===== src/rtl/tx_pkg.sv =====
// Shared types and defaults for the transmit serializer.
package tx_pkg;

    typedef enum logic {
        TX_IDLE  = 1'b0,
        TX_SHIFT = 1'b1
    } tx_state_t;

    localparam int TX_DEFAULT_W = 8;

endpackage


===== src/rtl/tx_bit_counter.sv =====
// Bit-position counter for one word: clears on load, advances on each strobe,
// flags the final bit position and wraps to zero after it.
module tx_bit_counter #(
    parameter int  DATA_W = 8,
    localparam int CNT_W  = (DATA_W > 1) ? $clog2(DATA_W) : 1
) (
    input  logic clk,
    input  logic n_rst,
    input  logic i_clear,
    input  logic i_en,
    output logic o_last
);

    logic [CNT_W-1:0] r_cnt;

    assign o_last = (r_cnt == CNT_W'(DATA_W - 1));

    // NOTE: clocked state uses non-blocking (<=) so every register samples pre-edge values.
    always_ff @(posedge clk) begin
        if (!n_rst) begin
            r_cnt <= '0;
        end else if (i_clear) begin
            r_cnt <= '0;
        end else if (i_en) begin
            r_cnt <= o_last ? '0 : r_cnt + CNT_W'(1);
        end
    end

endmodule


===== src/rtl/tx_serializer.sv =====
// Flow-controlled parallel-to-serial transmitter: one-entry holding buffer in front
// of a shift register, advanced one bit per external bit_strobe.
module tx_serializer
    import tx_pkg::*;
#(
    parameter int   DATA_W    = TX_DEFAULT_W,
    parameter bit   MSB_FIRST = 1'b0,
    parameter logic IDLE_BIT  = 1'b1
) (
    input  logic              clk,
    input  logic              n_rst,
    input  logic              bit_strobe,
    input  logic [DATA_W-1:0] in_data,
    input  logic              in_valid,
    output logic              in_ready,
    output logic              serial_out,
    output logic              busy,
    output logic              word_done
);

    tx_state_t         r_state;
    tx_state_t         w_next_state;
    logic [DATA_W-1:0] r_sr;
    logic [DATA_W-1:0] r_hold;
    logic [DATA_W-1:0] w_sr_shifted;
    logic              r_hold_valid;
    logic              r_word_done;
    logic              w_accept;
    logic              w_load;
    logic              w_shift;
    logic              w_done;
    logic              w_last;
    logic              w_cnt_en;

    assign w_accept = in_valid && !r_hold_valid;
    assign w_cnt_en = (r_state == TX_SHIFT) && bit_strobe;

    // The shifter always moves toward whichever end feeds serial_out.
    assign w_sr_shifted = MSB_FIRST ? {r_sr[DATA_W-2:0], 1'b0}
                                    : {1'b0, r_sr[DATA_W-1:1]};

    tx_bit_counter #(
        .DATA_W (DATA_W)
    ) u_bit_counter (
        .clk     (clk),
        .n_rst   (n_rst),
        .i_clear (w_load),
        .i_en    (w_cnt_en),
        .o_last  (w_last)
    );

    // NOTE: every output of this block is given a default first, so no path infers a latch.
    always_comb begin
        w_next_state = r_state;
        w_load       = 1'b0;
        w_shift      = 1'b0;
        w_done       = 1'b0;
        case (r_state)
            TX_IDLE: begin
                if (r_hold_valid) begin
                    w_load       = 1'b1;
                    w_next_state = TX_SHIFT;
                end
            end
            TX_SHIFT: begin
                if (bit_strobe) begin
                    if (w_last) begin
                        w_done = 1'b1;
                        if (r_hold_valid) begin
                            w_load = 1'b1;
                        end else begin
                            w_next_state = TX_IDLE;
                        end
                    end else begin
                        w_shift = 1'b1;
                    end
                end
            end
        endcase
    end

    always_ff @(posedge clk) begin
        if (!n_rst) begin
            r_state      <= TX_IDLE;
            r_sr         <= '0;
            r_hold_valid <= 1'b0;
            r_word_done  <= 1'b0;
        end else begin
            r_state     <= w_next_state;
            r_word_done <= w_done;
            if (w_load) begin
                r_sr <= r_hold;
            end else if (w_shift) begin
                r_sr <= w_sr_shifted;
            end
            // Drain and accept are mutually exclusive: one needs hold full, the other empty.
            if (w_load) begin
                r_hold_valid <= 1'b0;
            end else if (w_accept) begin
                r_hold_valid <= 1'b1;
            end
        end
    end

    // NOTE: the hold data register needs no reset; r_hold_valid alone qualifies its contents.
    always_ff @(posedge clk) begin
        if (w_accept) begin
            r_hold <= in_data;
        end
    end

    assign in_ready   = !r_hold_valid;
    assign busy       = (r_state == TX_SHIFT);
    assign word_done  = r_word_done;
    assign serial_out = busy ? (MSB_FIRST ? r_sr[DATA_W-1] : r_sr[0]) : IDLE_BIT;

endmodule

===== config.mk =====
export PLATFORM = sky130hd
export DESIGN_NAME = tx_serializer
export DESIGN_NICKNAME = d
export VERILOG_FILES = /design/src/rtl/tx_pkg.sv /design/src/rtl/tx_bit_counter.sv /design/src/rtl/tx_serializer.sv
export SDC_FILE = /design/constraint.sdc
export NUM_CORES = 1
export LEC_CHECK = 0
export BUFFER_PORTS_ARGS = -buffer_cell sky130_fd_sc_hd__buf_2
export CORE_ASPECT_RATIO = 0.8
export CORE_MARGIN = 2
export CORE_UTILIZATION = 35
export DETAILED_ROUTE_END_ITERATION = 6
export PLACE_DENSITY = 0.67
export SLEW_MARGIN = 25
export SYNTH_ARGS = -nofsm -noshare
export SYNTH_HDL_FRONTEND = slang
export SYNTH_SLANG_ARGS = --single-unit

===== constraint.sdc =====
create_clock -name clk -period 1.3 [get_ports clk]
set_input_delay 0.065 -clock clk [delete_from_list [all_inputs] [get_ports clk]]
set_output_delay 0.065 -clock clk [all_outputs]
set_load 0.005 [all_outputs]

==> Word level (Yosys, flattened, before mapping) <==
Cells that the tools add are included.
{ "classes": {"n_mux": 15, "n_addsub": 1, "n_reduce_logical": 6, "eq_ne": 1, "bitwise_logic": 2} }
{ "op_table": {"columns": ["operator", "n"], "rows": [
  ["$mux W8", 2],
  ["$mux W1", 10],
  ["$pmux W1 S2", 2],
  ["$add A3 B1 Y3 const B", 1],
  ["$eq A3 B3 Y1 const B", 1],
  ["$mux W3", 1],
  ["$reduce_and A3 Y1", 1],
  ["$logic_and A1 B1 Y1", 2],
  ["$not A1 Y1", 2],
  ["$reduce_bool A2 Y1", 1],
  ["$reduce_or A2 Y1", 1],
  ["$logic_not A1 Y1", 1]
]} }
{ "word_totals": {"inputBits": 12, "out_inout_bits": 4, "word_cells": 31, "register_bits": 22} }

==> Depth between registers and ports, before layout <==
Gate-level depths: netlist (run 1).
{ "depth": {"depth_word": 6, "mapped_depth": 6, "depth_no_buf": 5} }

==> Cells and area by module <==
Synthesis (run 1) repeated with hierarchy kept, for this count alone.
{ "unflattened": {"hier_cells": 80, "area_unflattened_um2": 898.4} }
{ "modules_own_cells": {"columns": ["module", "cells_per_inst", "instances", "seq_area_each_um2", "area_each_um2"], "rows": [
  ["tx_serializer", 67, 1, 460.4, 755.7],
  ["tx_bit_counter", 13, 1, 60.1, 142.6]
]} }

==> Worst setup path after synthesis (run 1) <==
OpenSTA, ideal clock, no wires.
{ "synth_timing": {"kind": "register to register", "startpoint": "register u_bit_counter.r_cnt[0]", "endpoint": "register r_sr[0]", "period_less_slack_ns": 1.301, "t_arrival_ns": 1.171, "required_time_ns": 1.170, "path_buffers": 0, "path_slack_ns": -0.001, "path_stages_with_launch": 6, "setup_ns": 0.130, "path_cell_list": "dfxtp_1 ha_1 ha_1 a21boi_2 nand2b_1 a31oi_1"} }
{ "synth_between": {"elab_chain_cells": 5, "word_cells_on_any_way": 9, "cone_classes": "eq/ne (1); mux (7); reduce/logical (1)"} }
{ "synth_rtl": {"columns": ["element", "line", "source"], "rows": [
  ["start, declared", "tx_bit_counter.sv:14", "logic [CNT_W-1:0] r_cnt;"],
  ["start signal, assigned", "tx_bit_counter.sv:25", "r_cnt <= o_last ? '0 : r_cnt + CNT_W'(1);"],
  ["$eq A3 B3 Y1 (*)", "tx_bit_counter.sv:16", "assign o_last = (r_cnt == CNT_W'(DATA_W - 1));"],
  ["$mux W1", "tx_serializer.sv:67", "if (w_last) begin"],
  ["$mux W1", "tx_serializer.sv:66", "if (bit_strobe) begin"],
  ["$pmux W1 S2 / $mux W1 (equally long branches)", "tx_serializer.sv:58", "case (r_state)"],
  ["$mux W8 / $reduce_bool A2 Y1 (equally long branches)", null, null],
  ["end signal, assigned", "tx_serializer.sv:92", "r_sr <= r_hold;"],
  ["end signal, assigned", "tx_serializer.sv:94", "r_sr <= w_sr_shifted;"],
  ["end, declared", "tx_serializer.sv:23", "logic [DATA_W-1:0] r_sr;"]
]} }
Mark *: on every way between the ends. The rest lies on a longest branch, timed or not.
A chain may end at the register's enable or synchronous reset.

==> Worst setup path in the final report (run 1) <==
{ "layout_timing": {"startpoint": "register u_bit_counter.r_cnt[1]", "endpoint": "register r_sr[3]"} }
{ "layout_between": {"elab_chain_cells": 5, "word_cells_on_any_way": 9, "cone_classes": "eq/ne (1); mux (7); reduce/logical (1)"} }
{ "layout_rtl": {"columns": ["element", "line", "source"], "rows": [
  ["$eq A3 B3 Y1 (*)", "tx_bit_counter.sv:16", null],
  ["named net u_bit_counter.o_last", "tx_bit_counter.sv:11", "output logic o_last"],
  ["$mux W1", "tx_serializer.sv:67", null],
  ["$mux W1", "tx_serializer.sv:66", null],
  ["$pmux W1 S2 / $mux W1 (equally long branches)", "tx_serializer.sv:58", null],
  ["$mux W8 / $reduce_bool A2 Y1 (equally long branches)", null, null]
]} }
The timed path passes the listed nets; every way through them passes the cells marked *.

==> parameters.txt, run 1 <==
Parameter                              Value

Yosys
  Register area share after synthesis    0.5859
  Area leader, netlist    sky130_fd_sc_hd__dfxtp_1
  Library cell with the highest instance count after synthesis    sky130_fd_sc_hd__nand2_1
  Synthesis Warnings    0
  Leading cell types by total area after synthesis    sky130_fd_sc_hd__dfxtp_1 32%, sky130_fd_sc_hd__edfxtp_1 27%, sky130_fd_sc_hd__nand2_1 7.6%
  Post-synth design cell area    approximately 890 um2
  Predominant post-synthesis flop cell    sky130_fd_sc_hd__dfxtp_1
  Number of distinct library cells after synthesis    23
  Share of flip-flops with an asynchronous set or reset    0
  Syn Nets    a little under 100
  Mapped Avg Cell Area    10.83 um2
  Number of instances in the synthesized netlist    82
  EDFF count, synth    8
  Top cell types by occurrence after synthesis    18 x sky130_fd_sc_hd__nand2_1, 14 x sky130_fd_sc_hd__dfxtp_1, 8 x sky130_fd_sc_hd__edfxtp_1, 7 x sky130_fd_sc_hd__a31oi_1, 7 x sky130_fd_sc_hd__o31ai_1
  Share of Yosys cell area claimed by the top area cell type    0.3155
  Number of storage elements in the synthesis netlist    22

Worst setup path
  FF-to-FF setup slack    -0.02 ns
  Arr. time, crit path    approximately 1.6 ns
  Startpoint types    flop
  Crit Path Max Fanout    7
  Depth of the most critical reg-to-reg path    5
  Endpoint kind of the worst setup timing path    flop
  Crit path cell chain    ha_4, ha_2, and3b_2, nand2_1, a31oi_1
  Worst path bufs/invs    0
  Critical path type    reg -> reg
  Crit Reg-Reg Startpoint    u_bit_counter.r_cnt[1]
  Critical Path RT    approximately 1.6 ns
  Endpoint of the worst register-to-register path    r_sr[3]
  Slowest stage cell on the critical path    sky130_fd_sc_hd__dfxtp_2
  Delay of the slowest cell on the worst path    0.36 ns
  Top cell family by delay on the critical path    simple AND/OR/NAND/NOR gates

Min path
  Worst Hold Class    in -> reg
  Start point of the worst hold path    bit_strobe
  Worst hold endpoint    u_bit_counter.r_cnt[2]
  Instance count along the most critical hold path    3

STA
  Unrepaired setup endpoints after global routing    yes
  Hold violation total from the final report    0
  Setup violators final    7
  Final cycle utilization of the critical path    1.013
  Post-Route Skew    between 0.002 and 0.0025 ns
  Upper clock frequency limit    ~0.76 GHz
  Sum Neg Setup Slack    -0.06464 ns
  Tmin final    1.317 ns
  Pins over their slew limit    0
  Worst max-slew margin expressed relative to the limit    0.8071
  Worst slew pin tran    slightly below 0.3 ns
  Hold slack    0.08113 ns
  Smallest setup slack after layout    -0.01678 ns

Final layout
  Total number of nets in the final design    ~130
  Register cell area after layout    ~520 um2
  Fraction of layout cells with a size suffix above 1    0.3451
  Antenna cells    0
  Filler Cell Count    ~210
  Layout Cell Area excl Fill    about 1200 um2
  Footprint of the multi-input gates    approximately 400 um2
  Post-synthesis to final-layout area growth    40.42%

Floorplanning
  Die width    approximately 60 um
  Vertical die dimension    around 49 um
  Total Die Area    between 2000 and 3000 um2
  Number of I/O pins    16
  Core Rows    16
  Floorplan core area    ~2400 um2
  Initial Utilization    0.3667

Global routing
  Grt ovf    0
  Vias in the first global route    between 700 and 800
  Global-route wire length before repair    2.987 mm
  Number of antenna violations at the first check in global routing    0
  Pin count of the biggest net entering global routing    14
  Overall Global Routing Usage    0.1366

Detailed routing
  Vias per cell    approximately 4.8
  Routed WL per cell    roughly 12 um
  Detailed Route WL    about 1.8 mm
  DRC marker count from the first detailed-route iteration    13
  Remaining routing DRC violations    0
  Detailed Routing Iterations Pass 1    4
  Total number of vias    slightly above 700
  Antenna violation net count after detailed routing    0

Pwr
  Highest ir drop seen on vdd    0.7135 mV
  Overall power of the completed layout    about 0.0015 W
  Power density over the cells    1216 nW/um2
  Cell leakage power    0.4662 nW

Clocking
  TritonCTS clock tree    yes
  CTS Buffer Depth    2
  Clock sink total    22
  Clock latency on the worst-skew pair    about 0.31 ns
  Clock buffers created by TritonCTS    3
  Number of levels in the clock H-tree    1
  Clock edge transition at the registers on the reported setup and hold paths    roughly 0.13 ns
  Clock Tree Root    sky130_fd_sc_hd__clkbuf_4

Run status
  Result of the run    finished, violations left
  Violations in the final reports    setup timing

Placed design
  Detailed-placement wirelength estimate    about 1.2 mm
  Number of buffers added on ports    15
  Routability cong.    approximately 0.78
  DP Area    1033 um2

Flow run
  Number of violations of the max-capacitance limit    0
## cell usage in the layout (no fill, tap or decap), types with 2 or more instances in the layout
cell	Yosys	routed
sky130_fd_sc_hd__nor2_1	5	5
sky130_fd_sc_hd__nand3b_1	2	2
sky130_fd_sc_hd__a31oi_1	7	7
sky130_fd_sc_hd__ha_4	0	2
sky130_fd_sc_hd__o31ai_2	0	2
sky130_fd_sc_hd__dfxtp_2	0	2
sky130_fd_sc_hd__a21oi_1	2	2
sky130_fd_sc_hd__clkbuf_4	0	3
sky130_fd_sc_hd__edfxtp_1	8	8
sky130_fd_sc_hd__buf_4	0	3
sky130_fd_sc_hd__dlygate4sd3_1	0	9
sky130_fd_sc_hd__nand2_1	18	18
sky130_fd_sc_hd__o31ai_1	7	5
sky130_fd_sc_hd__buf_6	1	3
sky130_fd_sc_hd__buf_2	1	15
sky130_fd_sc_hd__dfxtp_1	14	12
## worst max path at each step
stage,startpoint,to,slack (ns),depth (start not counted)
global route,u_bit_counter.r_cnt[0],r_sr[3],-0.07,5
finish,u_bit_counter.r_cnt[1],r_sr[3],-0.02,5
floorplan,u_bit_counter.r_cnt[0],r_sr[7],-0.00001,6
CTS,u_bit_counter.r_cnt[0],r_sr[2],-0.02,6
global placement,u_bit_counter.r_cnt[0],r_sr[1],-0.1,6
detailed placement,u_bit_counter.r_cnt[1],r_sr[4],-0.17,6
## cell families after synthesis
logic type | count (synthesis) | share of synthesized area
buffers and inverters | 4 | 0.02675
adder cells (fa/ha/maj) | 3 | 0.04226
AND/OR/NAND/NOR | 31 | 0.1606
multiplexers | 1 | 0.01127
AO/OA/AOI/OAI | 21 | 0.1732
flip-flops | 22 | 0.5859
## what timing repair did
| item | 4_1_cts | 5_1_grt |
|---|---|---|
| setup endpoints to repair | 12 | 11 |
| endpoints found under the hold margin | 9 | 0 |
| setup buffers | 1 | 0 |
| hold buffers | 9 | 0 |
| pin swaps | 2 | 2 |
| gates resized for setup | 11 | 4 |
## power by group
group / leakage [nW] / internal, W / switching (W) / total, W
clock: 0.0279 / 0.000312 / 0.000214 / 0.000526
combinational: 0.246 / 0.000102 / 0.0000942 / 0.000196
sequential: 0.192 / 0.000764 / 0.0000306 / 0.000795
total: 0.466 / 0.00118 / 0.000339 / 0.00152
## sequential cells by signal, indices dropped and copies added, names as in the netlist
signal	count
busy	1
r_hold	8
r_hold_valid	1
r_sr	8
u_bit_counter.r_cnt	3
word_done	1
## through the flow
stage / cells / setup slack (ns) / utilization
4_1_cts: 149 / -0.01901 / 0.5072
2_1_floorplan: 82 / -0.00001199 / -
5_1_grt: 149 / -0.07144 / 0.5150
3_5_place_dp: 135 / -0.1697 / 0.4267
6_report: 149 / -0.01678 / 0.5150
3_3_place_gp: 135 / -0.09649 / 0.4267
## area by class of cell
class,instances,area share
Tap cell,36,0.03611
Timing Repair Buffer,30,0.1775
Sequential cell,22,0.4193
Multi-Input combinational cell,56,0.3220
Inverter,1,0.003009
Clock buffer,3,0.01805
Clock inverter,1,0.02407
## routing by layer
metal,routed length (um),global-route usage
met3,79,0.03183
met4,21,0.06667
met2,900,0.2192
met1,820,0.1698
met5,0,0
## worst register-to-register path, cell delays in order (launching register included)
cell                      delay [ns]
sky130_fd_sc_hd__dfxtp_2        0.36
sky130_fd_sc_hd__ha_4           0.17
sky130_fd_sc_hd__ha_2           0.18
sky130_fd_sc_hd__and3b_2        0.31
sky130_fd_sc_hd__nand2_1        0.08
sky130_fd_sc_hd__a31oi_1        0.16
(Power assumes the default switching activity.)
==> run 2, diff against run 1 <==
Settings changed: CORE_UTILIZATION 35 to 47, PLACE_DENSITY 0.67 to 0.83, SKIP_CTS_REPAIR_TIMING set to 1.
==> run 2 against run 1 <==
  * The run still ends with setup timing left
  * Routed wire length up 12%
  * Critical path depth unchanged
  * Largest cell class unchanged
  * Critical endpoint is now r_sr[2]
  * Combinational power up 4%
==> parameters.txt, run 2 (synthesized netlist as in run 1, its figures left out) <==
Parameter                              Value

Floorplanning
  Initial Utilization    0.4830
  Die width    about 53 um
  Vertical die dimension    between 40 and 50 um
  Floorplan core area    about 1800 um2
  Core Rows    14
  Number of I/O pins    16
  Total Die Area    ~2300 um2

Detailed routing
  Detailed Routing Iterations Pass 1    4
  Routed WL per cell    between 10 and 15 um
  Detailed Route WL    2.039 mm
  Remaining routing DRC violations    0
  DRC marker count from the first detailed-route iteration    23
  Vias per cell    about 5.4
  Antenna violation net count after detailed routing    0
  Total number of vias    between 700 and 800

Run status
  Result of the run    finished, violations left
  Violations in the final reports    setup timing

Worst setup path
  Endpoint of the worst register-to-register path    r_sr[2]
  Slowest stage cell on the critical path    sky130_fd_sc_hd__dfxtp_2
  FF-to-FF setup slack    -0.09 ns
  Critical Path RT    1.50 ns
  Depth of the most critical reg-to-reg path    5
  Endpoint kind of the worst setup timing path    flop
  Critical path type    reg -> reg
  Worst path bufs/invs    0
  Crit Reg-Reg Startpoint    u_bit_counter.r_cnt[1]
  Crit path cell chain    ha_4, ha_4, nand3b_1, nand2_1, a31oi_1
  Arr. time, crit path    ~1.6 ns
  Crit Path Max Fanout    8
  Startpoint types    flop
  Cell repeated most along the worst path    sky130_fd_sc_hd__ha_4
  Top cell family by delay on the critical path    simple AND/OR/NAND/NOR gates
  Delay of the slowest cell on the worst path    0.36 ns

Min path
  Worst hold endpoint    busy
  Start point of the worst hold path    n_rst
  Instance count along the most critical hold path    2
  Worst Hold Class    in -> reg

Global routing
  Number of antenna violations at the first check in global routing    0
  Overall Global Routing Usage    0.1691
  Vias in the first global route    586
  Pin count of the biggest net entering global routing    14
  Grt ovf    0
  Global-route wire length before repair    about 2.6 mm

Placed design
  Routability cong.    roughly 0.79
  DP Area    slightly above 1000 um2
  Inst Count DP    roughly 120
  Number of buffers added on ports    15
  Detailed-placement wirelength estimate    1.242 mm

STA
  Post-Route Skew    0.005517 ns
  Setup violators final    9
  Tmin final    roughly 1.4 ns
  Pins over their slew limit    0
  Sum Neg Setup Slack    -0.4298 ns
  Worst max-slew margin expressed relative to the limit    0.7966
  Upper clock frequency limit    0.7200 GHz
  Hold violation total from the final report    0
  Worst slew pin tran    around 0.30 ns
  Unrepaired setup endpoints after global routing    yes
  Final cycle utilization of the critical path    1.068
  Smallest setup slack after layout    -0.08897 ns

Final layout
  Post-synthesis to final-layout area growth    40.28%
  Total number of nets in the final design    between 100 and 150
  Fraction of layout cells with a size suffix above 1    0.3750
  Footprint of the multi-input gates    ~430 um2
  Largest regs    r_hold (8), r_sr (8), u_bit_counter.r_cnt (3)
  Register cell area after layout    around 520 um2
  Post-route insts no fill    around 140
  Commonest cells after routing, fill and taps aside    18 x sky130_fd_sc_hd__nand2_1, 15 x sky130_fd_sc_hd__buf_2, 11 x sky130_fd_sc_hd__dfxtp_1
  Layout Cell Area excl Fill    around 1200 um2
  Filler Cell Count    ~140
  Antenna cells    0
  Most common cell after layout, fill and taps aside    sky130_fd_sc_hd__nand2_1
  Utilization after layout    0.6776

Pwr
  Power density over the cells    approximately 1200 nW/um2
  Cell leakage power    around 0.46 nW
  Overall power of the completed layout    approximately 0.0015 W
  Internal power    0.001178 W
  Fraction of power spent switching nets    0.2234
  Part of the total power dissipated in combinational logic    0.134
  Clk network pwr share    0.341
  Highest ir drop seen on vdd    roughly 0.90 mV
  Total net switching power    0.0003390 W
  Share of total power in sequential cells    0.525

Clocking
  Clock Tree Root    sky130_fd_sc_hd__clkbuf_4
  Number of levels in the clock H-tree    1
  Clock sink total    22
  TritonCTS clock tree    yes
  Clock latency on the worst-skew pair    around 0.31 ns
  CTS Buffer Depth    2
  Clock edge transition at the registers on the reported setup and hold paths    0.12 ns
  Clock buffers created by TritonCTS    3

Flow run
  Number of violations of the max-capacitance limit    0
[run 2: metal layers]
layer	track usage	share of wire	vias to the layer above	routed length, um
met3	0.07394	0.049	4	100
li1	-	-	359	-
met1	0.2125	0.39	351	798
met2	0.2575	0.54	25	1107
met5	0	0	-	0
met4	0.06154	0.016	0	33
[run 2: per-stage QoR]
step	hold slack (ns)	setup slack, ns
3_3_place_gp	0.2414	-0.06041
3_5_place_dp	0.2435	-0.1844
5_1_grt	0.06969	-0.1696
4_1_cts	-0.08840	-0.2331
2_1_floorplan	0.1639	-0.00001199
6_report	0.08664	-0.08897
[run 2: final cells by class]
| class | instances | area share |
|---|---|---|
| clock buffers | 3 | 0.01807 |
| clock inverters | 1 | 0.02410 |
| inverters | 1 | 0.003012 |
| multi-input cells | 56 | 0.3414 |
| flip-flops and latches | 22 | 0.4207 |
| well taps | 24 | 0.02410 |
| repair buffers | 29 | 0.1687 |
[run 2: power groups by stage]
stage / Combinational [W] / Clock (W) / Sequential, W
finish: 0.000203 / 0.000518 / 0.000796
global route: 0.000222 / 0.000569 / 0.000800
CTS: 0.000157 / 0.000526 / 0.000791
detailed placement: 0.000156 / 0 / 0.000806
global placement: 0.000149 / 0 / 0.000804
floorplan: 0.0000979 / 0 / 0.000801
[run 2: how the worst max path moves through the flow]
stage | from | to | depth (start not counted)
after floorplan | u_bit_counter.r_cnt[0] | r_sr[7] | 6
after global placement | u_bit_counter.r_cnt[0] | r_sr[3] | 5
after detailed placement | u_bit_counter.r_cnt[0] | r_sr[1] | 5
after CTS | u_bit_counter.r_cnt[0] | r_sr[2] | 5
after global routing | u_bit_counter.r_cnt[0] | r_sr[2] | 5
final | u_bit_counter.r_cnt[1] | r_sr[2] | 5
==> run 3, diff against run 2 <==
Settings changed: CELL_PAD_IN_SITES_DETAIL_PLACEMENT set to 2, CELL_PAD_IN_SITES_GLOBAL_PLACEMENT set to 2, CORE_MARGIN 2 to not set, CORE_UTILIZATION 47 to 30, PLACE_DENSITY 0.83 to 0.82.
==> run 3 against run 2 <==
  * The flow still finishes with violations (setup timing)
  * Critical path depth stayed put
  * Non-clock buffer count grew 3
  * Register-to-register slack got worse by 0.04 ns
  * Flip-flop and latch count unchanged
  * Maximum frequency down 2.5%
  * First-iteration DRC count shrank 4.3%
  * Count of clock-buffer cells in the layout unchanged
  * Core utilization shrank 20 points
  * Cell count increased by 13%
  * Sequential power barely moved
  * Clock power increased by 24%
  * Critical path type unchanged
  * Critical endpoint is now r_sr[1]
  * Largest power group unchanged
==> parameters.txt, run 3 (synthesized netlist as in run 1, its figures left out) <==
Parameter                              Value

STA
  Upper clock frequency limit    0.7021 GHz
  Hold violation total from the final report    0
  Pins over their slew limit    0
  Worst max-slew margin expressed relative to the limit    0.7906
  Post-Route Skew    approximately 0.0019 ns
  Tmin final    ~1.4 ns
  Unrepaired setup endpoints after global routing    yes
  Final cycle utilization of the critical path    1.096
  Smallest setup slack after layout    -0.1243 ns
  Worst slew pin tran    ~0.31 ns
  Setup violators final    12

Worst setup path
  Critical path type    reg -> reg
  Critical Path RT    1.48 ns
  Startpoint types    flop
  Depth of the most critical reg-to-reg path    5
  Endpoint kind of the worst setup timing path    flop
  Crit Path Max Fanout    7
  Arr. time, crit path    1.61 ns

Floorplanning
  Core Rows    17
  Floorplan core area    roughly 2800 um2
  Vertical die dimension    50.67 um
  Initial Utilization    0.3188
  Total Die Area    between 3000 and 4000 um2
  Number of I/O pins    16
  Die width    ~63 um

Detailed routing
  Total number of vias    around 750
  Detailed Routing Iterations Pass 1    3
  Routed WL per cell    between 15 and 20 um
  DRC marker count from the first detailed-route iteration    22
  Antenna violation net count after detailed routing    0
  Vias per cell    about 4.9
  Detailed Route WL    between 3 and 4 mm
  Remaining routing DRC violations    0

Clocking
  Clock edge transition at the registers on the reported setup and hold paths    0.08 ns
  Clock latency on the worst-skew pair    0.27 ns
  Clock Tree Root    sky130_fd_sc_hd__clkbuf_8
  Number of levels in the clock H-tree    1
  CTS Buffer Depth    2
  Clock sink total    22
  TritonCTS clock tree    yes
  Clock buffers created by TritonCTS    3

Pwr
  Cell leakage power    ~0.49 nW
  Highest ir drop seen on vdd    between 0.8 and 0.9 mV
  Overall power of the completed layout    about 0.0017 W
  Power density over the cells    1267 nW/um2

Final layout
  Layout Cell Area excl Fill    1325 um2
  Fraction of layout cells with a size suffix above 1    0.4348
  Filler Cell Count    between 200 and 300
  Largest regs    r_hold (8), r_sr (8), u_bit_counter.r_cnt (3)
  Most common cell after layout, fill and taps aside    sky130_fd_sc_hd__nand2_1
  Commonest cells after routing, fill and taps aside    16 x sky130_fd_sc_hd__nand2_1, 15 x sky130_fd_sc_hd__buf_2, 12 x sky130_fd_sc_hd__dfxtp_1
  Post-synthesis to final-layout area growth    49.15%
  Post-route insts no fill    153
  Antenna cells    0
  Total number of nets in the final design    around 130

Placed design
  Routability cong.    about 0.76
  Inst Count DP    about 140
  Setup slack at placement    -0.1959 ns
  Detailed-placement wirelength estimate    about 1.6 mm
  Number of buffers added on ports    15
  DP Area    1051 um2

Global routing
  Pin count of the biggest net entering global routing    14
  Overall Global Routing Usage    0.1549
  Grt ovf    0
  Global-route wire length before repair    3.615 mm
  Vias in the first global route    730
  Number of antenna violations at the first check in global routing    0

Run status
  Result of the run    finished, violations left
  Violations in the final reports    setup timing

Min path
  Instance count along the most critical hold path    3
  Worst Hold Class    in -> reg

Flow run
  Number of violations of the max-capacitance limit    0
run 3: changes by cell type in the layout (fill, tap and decap cells not counted), moves of 2 or more:
cell and change:
sky130_fd_sc_hd__clkbuf_4 -3, sky130_fd_sc_hd__nand2_1 -2, sky130_fd_sc_hd__nand2_2 +2, sky130_fd_sc_hd__buf_4 +5, sky130_fd_sc_hd__clkbuf_8 +3
run 3: per-layer routing:
layer,GRT usage,wire [um],vias up,share of wire
met1,0.1846,1331,367,0.44
met2,0.2464,1580,13,0.52
li1,-,-,363,-
met3,0.05682,67,4,0.022
met5,0,0,-,0
met4,0.07752,38,0,0.013
run 3: critical path: stages (launching register included):
cell                      delay [ns]
sky130_fd_sc_hd__dfxtp_2        0.35
sky130_fd_sc_hd__ha_4           0.17
sky130_fd_sc_hd__ha_2           0.18
sky130_fd_sc_hd__and3b_2        0.32
sky130_fd_sc_hd__nand2_1        0.09
sky130_fd_sc_hd__a31oi_1        0.22
run 3: cell type report:
type	count	area (um2)	share of cell area
Timing Repair Buffer	32	226.5	0.1709
Tap cell	38	47.55	0.03588
Sequential cell	22	523.0	0.3947
Multi-Input combinational cell	56	452.9	0.3418
Clock inverter	1	30.03	0.02266
Clock buffer	3	41.29	0.03116
Inverter	1	3.754	0.002833
run 3: per-stage QoR:
| stage | TNS [ns] | util | hold WS, ns |
|---|---|---|---|
| 6_report | -0.7428 | 0.4755 | 0.03097 |
| 5_1_grt | -1.333 | 0.4755 | 0.04552 |
| 4_1_cts | -1.946 | 0.4028 | -0.03401 |
| 3_5_place_dp | -1.539 | 0.3772 | 0.2454 |
| 3_3_place_gp | -0.7298 | 0.3772 | 0.2418 |
| 2_1_floorplan | -0.00001199 | - | 0.1639 |
run 3: power by group:
part           total [W]  internal [W]  leakage (nW)  switching [W]
Clock           0.000644      0.000412        0.0357       0.000233
Sequential      0.000799      0.000764         0.192      0.0000345
Combinational   0.000235      0.000109         0.261       0.000127
Total            0.00168       0.00128         0.489       0.000394
run 3: final timing paths:
check                                             from           end  slack, ns
worst max-delay path            u_bit_counter.r_cnt[0]       r_sr[1]      -0.12
worst min-delay path                          in_valid  r_hold_valid       0.03
worst max register to register  u_bit_counter.r_cnt[0]       r_sr[1]      -0.12
worst min register to register                 r_sr[3]       r_sr[3]       0.48
